==> src/rtl/arr_set_sched.sv <==
// arr_set_sched: round-robin scheduler plus storage for a DEPTH-entry array of
// WIDTH-bit words. Two requesters issue indexed set commands. A set command
// either writes a literal value or copies another element of the array. At
// most one command commits per cycle, and the whole array is driven on O.
//
// Optional feature: define ARR_SET_CLEAR_EN to add a synchronous 'clr' input.
// While 'clr' is high, both readys are held low and the array is zeroed at
// the next edge.
module arr_set_sched #(
  parameter int WIDTH = 32,
  parameter int DEPTH = 9,
  parameter int IDXW  = 4
) (
  input  logic             CLK,
  input  logic             ASYNCRESET,
  input  logic             req0_valid,
  output logic             req0_ready,
  input  logic [IDXW-1:0]  req0_idx,
  input  logic             req0_copy,
  input  logic [IDXW-1:0]  req0_src,
  input  logic [WIDTH-1:0] req0_data,
  input  logic             req1_valid,
  output logic             req1_ready,
  input  logic [IDXW-1:0]  req1_idx,
  input  logic             req1_copy,
  input  logic [IDXW-1:0]  req1_src,
  input  logic [WIDTH-1:0] req1_data,
`ifdef ARR_SET_CLEAR_EN
  input  logic             clr,
`endif
  output logic [WIDTH-1:0] O [DEPTH-1:0],
  output logic             err,
  output logic             last_gnt
);

  // Index comparisons are done one bit wider than IDXW so that DEPTH itself
  // is representable even when DEPTH == 2**IDXW.
  localparam logic [IDXW:0] DEPTH_W = (IDXW+1)'(DEPTH);

  logic [WIDTH-1:0] mem_q [DEPTH];
  logic [WIDTH-1:0] mem_d [DEPTH];
  logic             rr_q, rr_d;
  logic             err_q, err_d;
  logic             last_gnt_q, last_gnt_d;

  logic             gnt_any;
  logic             gnt_sel;
  logic [IDXW-1:0]  sel_idx;
  logic [IDXW-1:0]  sel_src;
  logic             sel_copy;
  logic [WIDTH-1:0] sel_data;
  logic [WIDTH-1:0] src_val;
  logic             idx_bad;
  logic             src_bad;

  // Arbitration: a lone valid requester wins, and under contention rr picks the winner.
  always_comb begin
    gnt_any = req0_valid | req1_valid;
    gnt_sel = (req0_valid & req1_valid) ? rr_q : req1_valid;
`ifdef ARR_SET_CLEAR_EN
    if (clr) begin
      gnt_any = 1'b0;
    end
`endif
    req0_ready = gnt_any & ~gnt_sel;
    req1_ready = gnt_any & gnt_sel;
  end

  // Select the winning command and decode its indices against the array size.
  always_comb begin
    sel_idx  = gnt_sel ? req1_idx  : req0_idx;
    sel_src  = gnt_sel ? req1_src  : req0_src;
    sel_copy = gnt_sel ? req1_copy : req0_copy;
    sel_data = gnt_sel ? req1_data : req0_data;
    idx_bad  = {1'b0, sel_idx} >= DEPTH_W;
    src_bad  = {1'b0, sel_src} >= DEPTH_W;
    src_val  = '0;
    for (int i = 0; i < DEPTH; i++) begin
      if (sel_src == IDXW'(i)) begin
        src_val = mem_q[i];
      end
    end
  end

  // Next state: commit the accepted command, or flag it as an error when it names a missing element.
  always_comb begin
    mem_d      = mem_q;
    rr_d       = rr_q;
    last_gnt_d = last_gnt_q;
    err_d      = 1'b0;
    if (gnt_any) begin
      rr_d       = ~gnt_sel;
      last_gnt_d = gnt_sel;
      err_d      = idx_bad | (sel_copy & src_bad);
      if (!(idx_bad | (sel_copy & src_bad))) begin
        for (int i = 0; i < DEPTH; i++) begin
          if (sel_idx == IDXW'(i)) begin
            mem_d[i] = sel_copy ? src_val : sel_data;
          end
        end
      end
    end
`ifdef ARR_SET_CLEAR_EN
    if (clr) begin
      for (int i = 0; i < DEPTH; i++) begin
        mem_d[i] = '0;
      end
    end
`endif
  end

  // State registers. Reset clears the array immediately and drops any in-flight accept.
  always_ff @(posedge CLK or posedge ASYNCRESET) begin
    if (ASYNCRESET) begin
      for (int i = 0; i < DEPTH; i++) begin
        mem_q[i] <= '0;
      end
      rr_q       <= 1'b0;
      err_q      <= 1'b0;
      last_gnt_q <= 1'b0;
    end else begin
      for (int i = 0; i < DEPTH; i++) begin
        mem_q[i] <= mem_d[i];
      end
      rr_q       <= rr_d;
      err_q      <= err_d;
      last_gnt_q <= last_gnt_d;
    end
  end

  // Outputs come straight from the registers.
  always_comb begin
    for (int i = 0; i < DEPTH; i++) begin
      O[i] = mem_q[i];
    end
    err      = err_q;
    last_gnt = last_gnt_q;
  end

endmodule

==> config.mk <==
export PLATFORM = sky130hd
export DESIGN_NAME = arr_set_sched
export DESIGN_NICKNAME = d
export VERILOG_FILES = /design/src/rtl/arr_set_sched.sv
export SDC_FILE = /design/constraint.sdc
export NUM_CORES = 1
export LEC_CHECK = 0
export ABC_AREA = 1
export CELL_PAD_IN_SITES_DETAIL_PLACEMENT = 1
export CELL_PAD_IN_SITES_GLOBAL_PLACEMENT = 1
export CORE_AREA = 8 8 207 209
export DETAILED_ROUTE_END_ITERATION = 16
export DIE_AREA = 0 0 215 217
export HOLD_SLACK_MARGIN = 0.15
export PLACE_DENSITY = 0.95
export RECOVER_POWER = 25
export SYNTH_ARGS = -nofsm -noshare
export SYNTH_HDL_FRONTEND = slang
export SYNTH_SLANG_ARGS = --single-unit
export TNS_END_PERCENT = 100
==> constraint.sdc <==
create_clock -name CLK -period 23.9 [get_ports CLK]
set_input_delay 3.585 -clock CLK [delete_from_list [all_inputs] [get_ports CLK]]
set_output_delay 3.585 -clock CLK [all_outputs]
set_load 0.005 [all_outputs]
==> reports/results.txt, run 1 <==
Most frequent cells in the layout - nand2_1, dfrtp_1, clkdlybuf4s50_1, nand3_1, dlygate4sd3_1
Crit Path Max Fanout - 45
Failing checks - max-capacitance violations, max-slew violations
Worst VDD drop - 0.0000521 V
Crit path buf inv count - 5
Routed Antenna Nets - 0
Status - complete, but fails checks
Global route overflow - 0
Worst-path cell chain - dlygate4sd3_1 -> nand2_4 -> clkbuf_1 -> nand2_1 -> nand2_1 -> buf_4 -> nand2_1 -> o211ai_1 -> nand2_1 -> nor2_4 -> nand3_2 -> inv_1 -> buf_4 -> nand3_1 -> nand2_1
RR Endpoint - O[281]
CTS Root Cell - clkbuf_16
PostCTS Resize Cnt - 0
RSZ-0062 raised after global routing - no
# IOs - 378
Hold_sp - O[14]
Total global-route track usage - 0.310
Leakage - 10.9 nW
Layout cells sized above 1 - 0.0577
Final wirelength - 74.2 mm
Max stage delay on crit path - 1850 ps
Cell taking the most area after synthesis - dfrtp_1
Synthesized flop and latch total - 291
Insertion delay to the later sink of the worst-skew pair - 520 ps
Die Area - 46700 µm²
Initial Util - 0.377
Met3 wire length - 6.25 mm
Setup violators final - 0
Die Wd - 215 µm
Worst R2R Start - rr_q
Worst hold endpoint - O[14]
Period utilisation layout - 0.398
Clk_skew - 14.6 ps
Initial DRC Count - 1405
Hold Path Class - reg -> reg
Power Density - 99.3 nW/µm²
CTS tree - done
Remaining DRCs - 0
Commonest non-fill, non-tap cell in the layout - nand2_1
Setup Crit Path Kind - in -> reg
Die Height - 217 µm
Site Rows - 73
Vias - 16600
Reg2reg setup slack - 17690 ps
Hold_ws - 499 ps
Worst slack at placement - 14680 ps
Cts bufs inserted - 36
DR top layer - met5
M1 WL - 29.0 mm
Area contributors post-synth - dfrtp_1, nand2_1, nand3_1, inv_1, buf_2
Post-DR vias/cell - 5.53
Setup bufs post-CTS - 0
Largest net degree at the start of global routing - 94
H-tree levels - 2
Clk buf depth - 3
Yosys warns - 0
Setup crit end kind - register
First-pass GRT wire length - 111 mm
Critical Path RT - 24350 ps
DR pass1 iterations - 5
Synth-to-layout area growth - 35.9%
Yosys top cell area share - 0.490
Worst-margin pin slew - 4550 ps
Min cycle time layout - 9520 ps
PnR Total Power - 0.00201 W
GPL Wtd Cong - 0.944
CP arrival - 9970 ps
R2R cell count - 16
WL met2 - 34.7 mm
Netlist cell types - 28
Crit-path slowest cell - clkbuf_1
Family with the most delay on the worst path - buffers and inverters
Antenna violations before repair - 2
Synthesized area - 14900 µm²
Setup TNS - 0 ps
Slew HR - -2.05
Syn avg cell area - 7.01 µm²
Synthesized Nets - 2206
Number of global-route vias before repair - 17900
CTS Hold Buffers Added - 0
Startpoint types - input pin
Cell mode on critical path - nand2_1
Max-slew violation count - 140
Port Buf Inserts - 377
Worst-path clk slew - 60 ps
Fmax - 105 MHz
Layout Nets - 2541
Sequential fraction of the synthesis area - 0.490
Core ar. - 39500 µm²
Final WS setup - 14380 ps
Cells after synthesis - 2120
Final HPWL DP - 50.4 mm
Wire per inst - 24.7 µm
Hold path cells - 2
Max_cap viols - 2
Clock sink count - 291
Fin. Hold Viols - 0
-- synth_stat cells, drive strengths merged --
library cell     n
nand2         1246
dfrtp          291
nand3          157
inv            129
nor2            71
buf             66
o21ai           44
clkbuf          41
o211ai          24
or2             23
nand4            9
nor3             6
o21bai           6
a21oi            3
nand3b           2
mux2i            1
o21a             1
-- sequential cells by signal (all words and copies together), names as in the netlist --
| signal | flops |
|---|---|
| rr_q | 1 |
| last_gnt | 1 |
| err | 1 |
| O | 288 |
-- stage by stage --
stage / std cells / util / cell area, µm²
6_report: 3005 / 0.512 / 20200
5_1_grt: 3004 / 0.512 / 20200
4_1_cts: 3004 / 0.512 / 20200
3_5_place_dp: 2942 / 0.483 / 19000
3_3_place_gp: 2942 / 0.483 / 19000
2_1_floorplan: 2120 / - / 14900
-- power by group --
group,switching (W),internal [W]
registers,0.000139,0.000636
clock network,0.000222,0.000335
logic,0.000354,0.000321
total,0.000714,0.00129
-- final cells by class --
cell class              count  area, µm²
multi-input cells        1593       6640
clock buffers              53       1050
flip-flops and latches    291       7280
well taps                 525        657
inverters                 129        485
repair buffers            404       3970
clock inverters             9        124
fillers                  4959      19200
diodes                      1       2.50
-- logic make-up (layout without fill, tap and decap cells) --
family                 count (synthesis)  in the layout  synth area share
AND/OR/NAND/NOR                     1514           1514             0.412
AO/OA/AOI/OAI                         78             78            0.0315
other                                  0              1                 0
buffers and inverters                236            595            0.0657
flip-flops                           291            291             0.490
multiplexers                           1              1          0.000673
-- per-layer routing --
metal	GRT usage	vias to the layer above
met5	0	-
met4	0.170	4
met3	0.0818	248
met2	0.506	830
met1	0.372	8373
li1	-	7161
-- worst max-delay path by stage --
stage / from / to / slack (ps) / depth (start not counted)
5_1_grt: req1_valid / O[270] / 14120 / 15
6_report: req1_valid / O[281] / 14380 / 15
3_3_place_gp: req1_valid / req1_ready / 14720 / 4
3_5_place_dp: req1_valid / req1_ready / 14680 / 4
4_1_cts: req1_valid / req1_ready / 14620 / 4
2_1_floorplan: ASYNCRESET / O[0] / 12280 / 1
-- worst min-delay path, cell delays in order, from the launching register on --
cell and delay (ps):
dfrtp_1 360, nand2_1 60, nand2_1 50
(Power assumes the default switching activity.)
==> run 2, diff against run 1 <==
--- a/config.mk
+++ b/config.mk
@@ -8,11 +8,11 @@
 export ABC_AREA = 1
 export CELL_PAD_IN_SITES_DETAIL_PLACEMENT = 1
 export CELL_PAD_IN_SITES_GLOBAL_PLACEMENT = 1
-export CORE_AREA = 8 8 207 209
+export CORE_AREA = 8 8 216 218
 export DETAILED_ROUTE_END_ITERATION = 16
-export DIE_AREA = 0 0 215 217
+export DIE_AREA = 0 0 224 226
 export HOLD_SLACK_MARGIN = 0.15
-export PLACE_DENSITY = 0.95
+export PLACE_DENSITY = 0.9
 export RECOVER_POWER = 25
 export SYNTH_ARGS = -nofsm -noshare
 export SYNTH_HDL_FRONTEND = slang
==> constraint.sdc (replaced) <==
create_clock -name CLK -period 9.2 [get_ports CLK]
set_input_delay 1.38 -clock CLK [delete_from_list [all_inputs] [get_ports CLK]]
set_output_delay 1.38 -clock CLK [all_outputs]
set_load 0.005 [all_outputs]
==> reports/results.txt, run 2 (synthesis gave the netlist of run 1 again) <==
# IOs - 378 (unchanged)
Core ar. - 43500 µm² (was 39500 µm²)
Die Area - 50600 µm² (was 46700 µm²)
Crit Path Max Fanout - 46 (was 45)
Post-DR vias/cell - 5.28 (was 5.53)
Max reg flops - 288 (unchanged)
Wire per inst - 24.0 µm (was 24.7 µm)
Cts bufs inserted - 34 (was 36)
Worst VDD drop - 0.000116 V (was 0.0000521 V)
Critical Path RT - 9680 ps (was 24350 ps)
Period utilisation layout - 0.763
Clk buf depth - 3 (unchanged)
Setup crit end kind - register (unchanged)
Setup Crit Path Kind - in -> reg (unchanged)
Startpoint types - input pin (unchanged)
H-tree levels - 2 (unchanged)
Die Wd - 224 µm (was 215 µm)
Setup bufs post-CTS - 0 (unchanged)
Most frequent cells in the layout - nand2_1, clkdlybuf4s50_1, dfrtp_1, nand3_1, inv_1 (was nand2_1, dfrtp_1, clkdlybuf4s50_1, nand3_1, dlygate4sd3_1)
Placed Instances - 3008 (was 2942)
Site Rows - 77 (was 73)
Layout cells sized above 1 - 0.0565 (was 0.0577)
Final wirelength - 73.5 mm (was 74.2 mm)
Setup TNS - 0 ps (unchanged)
Filler cells - 5386 (was 4959)
Cell Count, Final, Fillers Out - 3068 (was 3005)
Vias - 16200 (was 16600)
Synth-to-layout area growth - 36.0% (was 35.9%)
DR pass1 iterations - 5 (unchanged)
Worst slack at placement - 2810 ps (was 14680 ps)
Worst-margin pin slew - 4170 ps (was 4550 ps)
CP arrival - 7490 ps (was 9970 ps)
Remaining DRCs - 0 (unchanged)
Die Height - 226 µm (was 217 µm)
Min cycle time layout - 7020 ps
Antenna violations before repair - 2 (unchanged)
Clock sink count - 291 (unchanged)
First-pass GRT wire length - 109 mm (was 111 mm)
Total global-route track usage - 0.284 (was 0.310)
CTS Root Cell - clkbuf_16 (unchanged)
Port Buf Inserts - 377 (unchanged)
Power Density - 257 nW/µm² (was 99.3 nW/µm²)
CTS Hold Buffers Added - 0 (unchanged)
Fmax - 143 MHz
Status - complete, but fails checks (unchanged)
Hold Path Class - reg -> reg (unchanged)
Max-slew violation count - 200 (was 140)
Layout Nets - 2538 (was 2541)
RSZ-0062 raised after global routing - no (unchanged)
Worst-path clk slew - 60 ps (about the same)
Clk_skew - 26.4 ps (was 14.6 ps)
Max_cap viols - 2 (unchanged)
Fin. Hold Viols - 0 (unchanged)
Leakage - 10.7 nW (was 10.9 nW)
Initial Util - 0.342 (was 0.377)
Final WS setup - 2180 ps (was 14380 ps)
Number of global-route vias before repair - 17300 (was 17900)
Global route overflow - 0 (unchanged)
CTS tree - done (unchanged)
Slew HR - -1.78 (was -2.05)
Failing checks - max-capacitance violations, max-slew violations (unchanged)
GPL Wtd Cong - 0.917 (was 0.944)
Commonest non-fill, non-tap cell in the layout - nand2_1 (unchanged)
Largest net degree at the start of global routing - 153 (was 94)
Setup violators final - 0 (unchanged)
Initial DRC Count - 1311 (was 1405)
Insertion delay to the later sink of the worst-skew pair - 540 ps (was 520 ps)
Final HPWL DP - 51.0 mm (was 50.4 mm)
Routed Antenna Nets - 0 (unchanged)
Inserted Diodes - 0 (was 1)
PostCTS Resize Cnt - 0 (unchanged)
run 2: cell types whose count changed in the layout (fill, tap and decap cells not counted), moves of 2 or more:
cell | previous run | this run
clkbuf_16 | 37 | 35
dlygate4sd3_1 | 126 | 68
clkdlybuf4s50_1 | 251 | 309
clkinvlp_4 | 0 | 2
run 2: stage by stage:
step / utilization / instance area [µm²] / hold slack [ps] / total power [W]
2_1_floorplan: - / 14900 / 474 / 0.00255
3_3_place_gp: 0.440 / 19100 / 468 / 0.00377
3_5_place_dp: 0.440 / 19100 / 489 / 0.00385
4_1_cts: 0.466 / 20200 / 505 / 0.00524
5_1_grt: 0.465 / 20200 / 524 / 0.00543
6_report: 0.465 / 20200 / 503 / 0.00519
run 2: worst paths after layout:
kind / cells past startpoint / startpoint / slack (ps) / endpoint
setup / recovery: 13 / req1_valid / 2180 / O[56]
hold / removal: 2 / O[266] / 500 / O[266]
setup reg to reg: 16 / rr_q / 3390 / O[226]
hold reg to reg: 2 / O[266] / 500 / O[266]
max in group asynchronous: 4 / ASYNCRESET / 3530 / O[132]
min in group asynchronous: 3 / ASYNCRESET / 2820 / O[85]
run 2: cell type report:
cell class / instances / area, µm² / share of cell area
clock inverter: 8 / 96.3 / 0.00476
inverter: 129 / 488 / 0.0241
sequential: 291 / 7280 / 0.360
clock buffer: 52 / 1010 / 0.0499
tap: 592 / 741 / 0.0366
timing repair buffer: 403 / 3970 / 0.196
multi-input combinational: 1593 / 6640 / 0.328
run 2: routing by layer:
layer	wire length, µm	GRT usage
met1	29900	0.351
met2	34100	0.462
met3	5990	0.0705
met4	3580	0.137
met5	0	0
run 2: where the power goes:
group | total (W) | switching, W | internal (W)
sequential | 0.00204 | 0.000387 | 0.00165
clock | 0.00138 | 0.000564 | 0.000813
combinational | 0.00177 | 0.000912 | 0.000861
total | 0.00519 | 0.00186 | 0.00333
run 2: critical path: stages:
cell	delay, ps
dlygate4sd3_1	830
nand2_1	1200
nand2_1	420
nand2_1	300
nor2_4	860
nand2_1	990
inv_1	680
nand2_1	100
nand4_1	120
nand2_1	60
nand2_1	320
nand2_1	120
nand2_1	90
